`src/rtl/uarttx_buffer_if.sv`:
```
// Purpose: bundles the CPU-side write port and the transmitter go/busy handshake of uarttx_buffer.
// Latency: none, plain wires.
// Backpressure: none here; the buffer reports full/overflow and the transmitter holds busy.
// Ports: wr_data/wr_en (enqueue), full/count/overflow/idle (status),
//        uart_data/uart_go (to transmitter), uart_busy (from transmitter).
interface uarttx_buffer_if #(
    parameter int DepthLog2 = 4
);
    logic [7:0]         wr_data;
    logic               wr_en;
    logic               full;
    logic [DepthLog2:0] count;
    logic               overflow;
    logic               idle;
    logic [7:0]         uart_data;
    logic               uart_go;
    logic               uart_busy;

    // The buffer itself.
    modport slave (
        input  wr_data, wr_en, uart_busy,
        output full, count, overflow, idle, uart_data, uart_go
    );

    // The environment: bus writer plus transmitter.
    modport master (
        output wr_data, wr_en, uart_busy,
        input  full, count, overflow, idle, uart_data, uart_go
    );
endinterface

```
`src/rtl/uarttx_buffer.sv`:
```
// Purpose: byte FIFO feeding a UART transmitter through a four-phase go/busy handshake.
// Latency: a write into an empty idle buffer raises uart_go two clock edges later.
// Backpressure: writes while full are dropped and flagged by a one-cycle overflow pulse.
// Ports: clk, rst_n (async active-low), bus (uarttx_buffer_if.slave: write port,
//        status outputs, uart_data/uart_go to the transmitter, uart_busy back).
module uarttx_buffer #(
    parameter int DepthLog2 = 4
) (
    input  logic            clk,
    input  logic            rst_n,
    uarttx_buffer_if.slave  bus
);
    localparam int Depth = 1 << DepthLog2;
    localparam logic [DepthLog2:0]   DepthCnt = {1'b1, {DepthLog2{1'b0}}};
    localparam logic [DepthLog2:0]   CntOne   = (DepthLog2 + 1)'(1);
    localparam logic [DepthLog2-1:0] PtrOne   = DepthLog2'(1);

    typedef enum logic [1:0] {
        S_IDLE    = 2'd0,
        S_START   = 2'd1,
        S_WAIT    = 2'd2,
        S_RELEASE = 2'd3
    } state_t;

    state_t               state_q, state_d;
    logic [DepthLog2-1:0] wr_ptr_q, rd_ptr_q;
    logic [DepthLog2:0]   count_q, count_d;
    logic [7:0]           mem_q [Depth];
    logic [7:0]           data_q;
    logic                 ovf_q;
    logic                 full;
    logic                 push;
    logic                 pop;

    // full is judged on the pre-edge count, so a pop in the same cycle
    // does not rescue a write that arrives while full.
    assign full = (count_q == DepthCnt);
    assign push = bus.wr_en && !full;

    always_comb begin
        state_d = state_q;
        pop     = 1'b0;
        unique case (state_q)
            S_IDLE: begin
                if (count_q != '0) begin
                    pop     = 1'b1;
                    state_d = S_START;
                end
            end
            S_START: begin
                if (bus.uart_busy) state_d = S_WAIT;
            end
            S_WAIT: begin
                if (!bus.uart_busy) state_d = S_RELEASE;
            end
            S_RELEASE: begin
                // go is low this cycle so the transmitter can return to idle
                // before the next byte is offered.
                if (count_q != '0) begin
                    pop     = 1'b1;
                    state_d = S_START;
                end else begin
                    state_d = S_IDLE;
                end
            end
            default: state_d = S_IDLE;
        endcase
    end

    always_comb begin
        count_d = count_q;
        if (push && !pop)      count_d = count_q + CntOne;
        else if (pop && !push) count_d = count_q - CntOne;
    end

    always_ff @(posedge clk or negedge rst_n) begin
        if (!rst_n) begin
            state_q  <= S_IDLE;
            wr_ptr_q <= '0;
            rd_ptr_q <= '0;
            count_q  <= '0;
            data_q   <= 8'h00;
            ovf_q    <= 1'b0;
        end else begin
            state_q <= state_d;
            count_q <= count_d;
            ovf_q   <= bus.wr_en && full;
            if (push) wr_ptr_q <= wr_ptr_q + PtrOne;
            if (pop) begin
                data_q   <= mem_q[rd_ptr_q];
                rd_ptr_q <= rd_ptr_q + PtrOne;
            end
        end
    end

    // Storage needs no reset: a slot is only read after it has been written.
    always_ff @(posedge clk) begin
        if (push) mem_q[wr_ptr_q] <= bus.wr_data;
    end

    // go is a decode of the registered state, so it is glitch-free and
    // drops immediately with the asynchronous reset.
    assign bus.uart_go   = (state_q == S_START) || (state_q == S_WAIT);
    assign bus.uart_data = data_q;
    assign bus.full      = full;
    assign bus.count     = count_q;
    assign bus.overflow  = ovf_q;
    assign bus.idle      = (state_q == S_IDLE) && (count_q == '0);
endmodule

```
`src/flat_wrapper.sv`:
```
// flat-port wrapper written by rule: the top's interface ports become plain ports
module uarttx_buffer_flat 
#(
    parameter int DepthLog2 = 4
)
  (clk, rst_n, bus_wr_data, bus_wr_en, bus_uart_busy, bus_full, bus_count, bus_overflow, bus_idle, bus_uart_data, bus_uart_go);
  uarttx_buffer_if #(.DepthLog2(DepthLog2)) bus_i ();
  input  logic clk;
  input  logic rst_n;
  input wire logic [$bits(bus_i.wr_data)-1:0] bus_wr_data;
  input wire logic [$bits(bus_i.wr_en)-1:0] bus_wr_en;
  input wire logic [$bits(bus_i.uart_busy)-1:0] bus_uart_busy;
  output wire logic [$bits(bus_i.full)-1:0] bus_full;
  output wire logic [$bits(bus_i.count)-1:0] bus_count;
  output wire logic [$bits(bus_i.overflow)-1:0] bus_overflow;
  output wire logic [$bits(bus_i.idle)-1:0] bus_idle;
  output wire logic [$bits(bus_i.uart_data)-1:0] bus_uart_data;
  output wire logic [$bits(bus_i.uart_go)-1:0] bus_uart_go;
  assign bus_i.wr_data = bus_wr_data;
  assign bus_i.wr_en = bus_wr_en;
  assign bus_i.uart_busy = bus_uart_busy;
  assign bus_full = bus_i.full;
  assign bus_count = bus_i.count;
  assign bus_overflow = bus_i.overflow;
  assign bus_idle = bus_i.idle;
  assign bus_uart_data = bus_i.uart_data;
  assign bus_uart_go = bus_i.uart_go;
  uarttx_buffer #(.DepthLog2(DepthLog2)) u_core (.clk(clk), .rst_n(rst_n), .bus(bus_i));
endmodule
```
`config.mk`:
```
export PLATFORM = sky130hd
export DESIGN_NAME = uarttx_buffer_flat
export DESIGN_NICKNAME = d
export VERILOG_FILES = /design/src/rtl/uarttx_buffer_if.sv /design/src/rtl/uarttx_buffer.sv /design/src/flat_wrapper.sv
export SDC_FILE = /design/constraint.sdc
export NUM_CORES = 1
export LEC_CHECK = 0
export ABC_AREA = 1
export CAP_MARGIN = 20
export CORE_ASPECT_RATIO = 0.75
export CORE_MARGIN = 2
export CORE_UTILIZATION = 55
export DETAILED_ROUTE_END_ITERATION = 6
export PLACE_DENSITY = 0.72
export SYNTH_ARGS = -nofsm -noshare
export SYNTH_HDL_FRONTEND = slang
export SYNTH_SLANG_ARGS = --single-unit
```
`constraint.sdc`:
```
create_clock -name clk -period 5.61 [get_ports clk]
set_input_delay 0.8415 -clock clk [delete_from_list [all_inputs] [get_ports clk]]
set_output_delay 0.8415 -clock clk [all_outputs]
set_load 0.01 [all_outputs]
```
==> run_results.csv, run 1 <==
group,metric,value,unit
outcome,outcome,"completed",
placement,hpwlAfterDp,9497,um
timing,worst_slew_pin_slew,1076,ps
logic_synthesis,yosysWarnings,0,
final_layout,num-nets-final,739,
grt,track_usage,0.2443,
logic_synthesis,synth_ff_type,"edfxtp_1",
hold_path,hp-class,"reg -> reg",
timing,layout_min_cycle_time,2859,ps
logic_synthesis,synth_area_leaders,"edfxtp_1 (56%), nand2_1 (12%), dfrtp_1 (8.7%), nand3_1 (7.1%), inv_1 (6.6%)",
worst_setup_path,crit_type,"in -> reg",
logic_synthesis,synth.most_common_cell,"nand2_1",
timing,fin_hold_ws,492.0,ps
grt,grt_pass1_wl,24320,um
clock_tree,cts_max_level,4,
logic_synthesis,async_reset_ff_frac,0.1579,
power_and_ir_drop,irDropWorstVdd,0.4423,mV
placement,dpl_worst_slack,2325,ps
timing,slew_headroom,0.2772,
drt,drt_iter0_drc,485,
drt,drt_pass1_iterations,5,
clock_tree,postCtsSetupBuffers,0,
die,boundaryPins,29,
logic_synthesis,ys_ff_latch,152,
timing,setup_tns,0,ps
logic_synthesis,syn_area_per_cell,10.10,sq um
logic_synthesis,ys_seq_area_frac,0.6463,
placement,post_dp_cell_area,0.007203,sq mm
grt,grt_start_max_net_pins,68,
worst_setup_path,cp.arrival,3210,ps
timing,fin_skew,12.23,ps
final_layout,stdcell_count,892,
timing,finalWorstSetupSlack,2751,ps
worst_setup_path,cp_max_fo,14,
placement,dp_cells,850,
drt,wire_per_inst,16.99,um
worst_setup_path,cp-start-kind,"primary input",
drt,postRouteAntennaNets,0,
drt,vias,4770,
clock_tree,clk_pin_slew,60,ps
die,die_width,133.1,um
timing,finalHoldViolations,0,
logic_synthesis,synthesis.area,0.006877,sq mm
clock_tree,cts_tree,"built",
final_layout,layout-drive-gt1-share,0.06749,
clock_tree,root_buffer,"clkbuf_16",
final_layout,syn_to_final_growth,14.81,%
logic_synthesis,synth_top_area_share,0.5590,
clock_tree,cts_hold_buffers,0,
placement,portBuffers,28,
timing,fmax,349.8,MHz
logic_synthesis,postSynthCellCount,681,
die,die_h,100.8,um
power_and_ir_drop,power_density,539.1,mW/mm^2
logic_synthesis,syn_nets,707,
die,core_area,0.01226,sq mm
die,dieArea,0.01342,sq mm
clock_tree,cts_buffer_depth,2,
drt,route.final.wire_length,15150,um
clock_tree,cts_buffers,17,
drt,vias_per_cell,5.348,
logic_synthesis,synth_commonest_cells,"nand2_1 (211), edfxtp_1 (128), inv_1 (120), nand3_1 (98), dfrtp_1 (24)",
timing,final-setup-viol-count,0,
clock_tree,cts_resized,0,
drt,drc_errors,0,
logic_synthesis,yosys.cell_types.count,24,
worst_setup_path,cp-end-kind,"register",
logic_synthesis,synth-edff-count,128,
clock_tree,clk_latency,420,ps
grt,antenna_found_initial,0,
placement,routabilityCongestion,0.8765,
timing,grt_setup_unrepaired,"no",
logic_synthesis,synth_area_leader_cell,"edfxtp_1",
flow_run,maxCapViolations,0,
grt,grt_overflow,0,
clock_tree,clock-sinks,152,
timing,drv_slew,0,
timing,period_share,0.5096,
power_and_ir_drop,p_leak,3.480,nW
die,std_cell_rows,35,
final_layout,n_antenna_cell,0,
grt,grt_pass1_vias,4656,
worst_setup_path,cp_data_required_time,5970,ps
die,start_util,0.5608,
final_layout,stdcell_area,0.007895,sq mm
[per-stage QoR]
stage | power [W] | utilization
after floorplan | 0.002679 | -
after global placement | 0.003022 | 0.5852
after detailed placement | 0.003086 | 0.5874
after CTS | 0.004235 | 0.6376
after global routing | 0.004539 | 0.6439
final | 0.004256 | 0.6439
[sequential cells by signal, indices dropped and copies added, names as in the netlist]
| name | flops |
|---|---|
| u_core.mem_q | 128 |
| u_core.bus.uart_data | 8 |
| u_core.bus.count | 5 |
| u_core.rd_ptr_q | 4 |
| u_core.wr_ptr_q | 4 |
| u_core.state_q | 2 |
| u_core.bus.overflow | 1 |
[layout by cell type, fill, tap and decap left out]
master / instances
dfrtp_2: 1
ha_1: 13
a31oi_1: 1
nand4_1: 2
nor3_1: 12
fa_1: 1
clkdlybuf4s50_1: 28
dfrtp_1: 23
o21ai_0: 10
inv_4: 1
nand2_2: 1
buf_16: 1
buf_2: 2
clkinvlp_4: 2
clkinv_4: 3
xnor2_1: 1
edfxtp_1: 128
inv_6: 2
clkbuf_8: 1
nand2_1: 211
clkbuf_2: 2
a21oi_1: 4
clkbuf_16: 21
a21boi_0: 1
clkbuf_4: 5
xor2_1: 8
clkinv_2: 2
buf_12: 1
o21ai_1: 2
nand3_1: 98
buf_4: 2
clkinv_1: 2
inv_1: 120
nor2_1: 12
inv_2: 2
[metal layers]
| layer | GRT usage | part of all wire | wire, um |
|---|---|---|---|
| met1 | 0.3460 | 0.44 | 6645 |
| met5 | 0 | 0 | 0 |
| met4 | 0.07856 | 0.017 | 265 |
| met3 | 0.05229 | 0.073 | 1109 |
| met2 | 0.3846 | 0.47 | 7131 |
[final timing paths]
path | slack, ps | cells after the start | start | to
worst max register to register | 2850 | 13 | u_core.bus.count[0] | u_core.bus.count[4]
worst min register to register | 490 | 2 | u_core.bus.uart_data[1] | u_core.bus.uart_data[1]
worst min-delay path | 490 | 2 | u_core.bus.uart_data[1] | u_core.bus.uart_data[1]
max in group asynchronous | 4440 | 2 | rst_n | u_core.rd_ptr_q[2]
worst max-delay path | 2750 | 12 | bus_wr_en | u_core.bus.count[4]
min in group asynchronous | 740 | 1 | rst_n | u_core.state_q[1]
[logic make-up (layout without fill, tap and decap cells)]
| kind of cell | count (synthesis) | count (layout) | share of synthesized area |
|---|---|---|---|
| AO/OA/AOI/OAI | 18 | 18 | 0.01365 |
| buffers and inverters | 152 | 197 | 0.09753 |
| XOR/XNOR | 9 | 9 | 0.01146 |
| adder cells (fa/ha/maj) | 14 | 14 | 0.02657 |
| AND/OR/NAND/NOR | 336 | 336 | 0.2045 |
| flip-flops | 152 | 152 | 0.6463 |
[layout make-up]
class / instances / area (sq um)
inverter: 124 / 465.4
fill: 938 / 4367
timing repair buffer: 41 / 400.4
multi-input combinational: 377 / 1762
tap: 166 / 207.7
clock inverter: 10 / 75.07
sequential: 152 / 4446
clock buffer: 22 / 539.3
[worst max-delay path, cell delays in order]
cell	delay, ps
clkdlybuf4s50_1	470
nand2_1	360
inv_2	240
ha_1	210
inv_1	110
fa_1	410
a21oi_1	140
nor2_1	60
nor2_1	110
xor2_1	150
nand2_1	60
nand2_1	60
[where the power goes]
group          total [W]  internal (W)  switching, W
sequential       0.00153       0.00141      0.000114
clock            0.00114      0.000687      0.000456
combinational    0.00159      0.000538       0.00105
Note: power is estimated with default switching activity, not from simulation.
==> inputs of run 2 (changes only) <==
==> constraint.sdc (replaced) <==
create_clock -name clk -period 3 [get_ports clk]
set_input_delay 0.45 -clock clk [delete_from_list [all_inputs] [get_ports clk]]
set_output_delay 0.45 -clock clk [all_outputs]
set_load 0.01 [all_outputs]
==> run 2 against run 1 <==
Compared with the run above: wire length is 1.5% higher; via count is 0.75% lower; die area stayed put; register-to-register slack worse by 2500 ps; non-clock buffer count is 8 higher; critical endpoint unchanged.
==> run_results.csv, run 2 (synthesis results as in run 1) <==
group,metric,value,unit
clock_tree,cts_tree,"built",
drt,vias,4734,
worst_setup_path,r2r_end,"u_core.bus.count[4]",
clock_tree,root_buffer,"clkbuf_16",
clock_tree,cts_buffers,17,
worst_setup_path,rrSetupSlack,380,ps
grt,grt_pass1_vias,4722,
drt,drt_iter0_drc,442,
timing,finalHoldViolations,0,
worst_setup_path,ff2ff_path_depth,12,
hold_path,hp-class,"in -> async",
final_layout,largest_reg_flops,128,
die,boundaryPins,29,
die,die_h,100.8,um
worst_setup_path,cp_max_fo,11,
final_layout,layout_commonest_cell,"nand2_1",
die,std_cell_rows,35,
drt,wire_per_inst,17.08,um
timing,period_share,0.8735,
clock_tree,cts_hold_buffers,0,
clock_tree,cts_resized,0,
drt,postRouteAntennaNets,0,
clock_tree,clk_latency,410,ps
worst_setup_path,r2r-start,"u_core.bus.count[0]",
grt,grt_pass1_wl,24380,um
power_and_ir_drop,power_density,1015,mW/mm^2
final_layout,n_antenna_cell,0,
grt,grt_overflow,0,
grt,antenna_found_initial,0,
final_layout,finish.utilization,0.6493,
drt,drt_pass1_iterations,5,
timing,worst_slew_pin_slew,797.9,ps
grt,track_usage,0.2482,
worst_setup_path,cp_data_required_time,3360,ps
die,start_util,0.5608,
power_and_ir_drop,p_leak,3.526,nW
flow_run,maxCapViolations,0,
final_layout,top_register,"u_core.mem_q",
final_layout,stdcell_count,900,
worst_setup_path,cp.arrival,2980,ps
final_layout,syn_to_final_growth,15.78,%
final_layout,layout_common_cells,"nand2_1 (211), edfxtp_1 (128), inv_1 (120)",
timing,setup_tns,0,ps
timing,drv_slew,0,
final_layout,layout-drive-gt1-share,0.07221,
placement,routabilityCongestion,0.8651,
clock_tree,cts_max_level,4,
clock_tree,clock-sinks,152,
drt,vias_per_cell,5.260,
worst_setup_path,cp-end-kind,"register",
placement,dp_cells,866,
drt,route.final.wire_length,15380,um
timing,fin_skew,6.086,ps
clock_tree,clk_pin_slew,60,ps
drt,drc_errors,0,
placement,hpwlAfterDp,9599,um
outcome,outcome,"completed",
clock_tree,cts_buffer_depth,2,
power_and_ir_drop,irDropWorstVdd,0.8580,mV
final_layout,num-nets-final,747,
timing,grt_setup_unrepaired,"no",
worst_setup_path,crit_type,"reg -> reg",
timing,layout_min_cycle_time,2621,ps
clock_tree,postCtsSetupBuffers,0,
timing,slew_headroom,0.4661,
grt,grt_start_max_net_pins,67,
timing,final-setup-viol-count,0,
die,core_area,0.01226,sq mm
timing,fmax,381.6,MHz
placement,portBuffers,28,
power_and_ir_drop,power,0.008085,W
die,die_width,133.1,um
die,dieArea,0.01342,sq mm
worst_setup_path,cp-start-kind,"register",
-- run 2: per-layer routing --
metal | GRT usage | part of all wire | vias up
met5 | 0 | 0 | -
met3 | 0.07994 | 0.085 | 23
li1 | - | - | 2266
met4 | 0.09820 | 0.022 | 0
met2 | 0.4029 | 0.49 | 168
met1 | 0.3151 | 0.41 | 2277
-- run 2: area by class of cell --
cell class                 count  area (sq um)
multi-input combinational    377          1762
inverter                     124         465.4
sequential                   152          4446
fill                         918          4300
tap                          166         207.7
timing repair buffer          49         457.9
clock inverter                 7         72.57
clock buffer                  25         550.5
-- run 2: power breakdown --
group          total [W]  internal [W]  switching [W]
logic            0.00306       0.00105        0.00202
registers        0.00284       0.00264       0.000193
clock network    0.00218       0.00137       0.000816
-- run 2: critical path: stages (launching register included) --
cell	delay, ps
dfrtp_1	460
nor2_1	170
nand4_1	190
nand2_1	380
ha_1	260
inv_1	110
fa_1	420
a21oi_1	140
nor2_1	50
nor2_1	100
xor2_1	150
nand2_1	60
nand2_1	60
-- run 2: per-stage QoR --
step / area (sq um) / worst slack (ps) / hold slack, ps
final: 7961 / 379.5 / 307.8
after global routing: 7961 / 161.8 / 303.1
after CTS: 7926 / 406.6 / 495.5
after detailed placement: 7303 / 408.6 / 480.8
after global placement: 7303 / 508.9 / 476.1
after floorplan: 6877 / 680.9 / 154.4
-- run 2: worst max-delay path by stage --
stage	cells past startpoint	startpoint	slack (ps)	endpoint
6_report	12	u_core.bus.count[0]	380	u_core.bus.count[4]
5_1_grt	12	u_core.bus.count[0]	160	u_core.bus.count[4]
4_1_cts	12	u_core.bus.count[0]	410	u_core.bus.count[4]
3_5_place_dp	12	u_core.bus.count[0]	410	u_core.bus.count[4]
3_3_place_gp	12	u_core.bus.count[0]	510	u_core.bus.count[4]
2_1_floorplan	14	u_core.state_q[1]	680	u_core.bus.count[4]
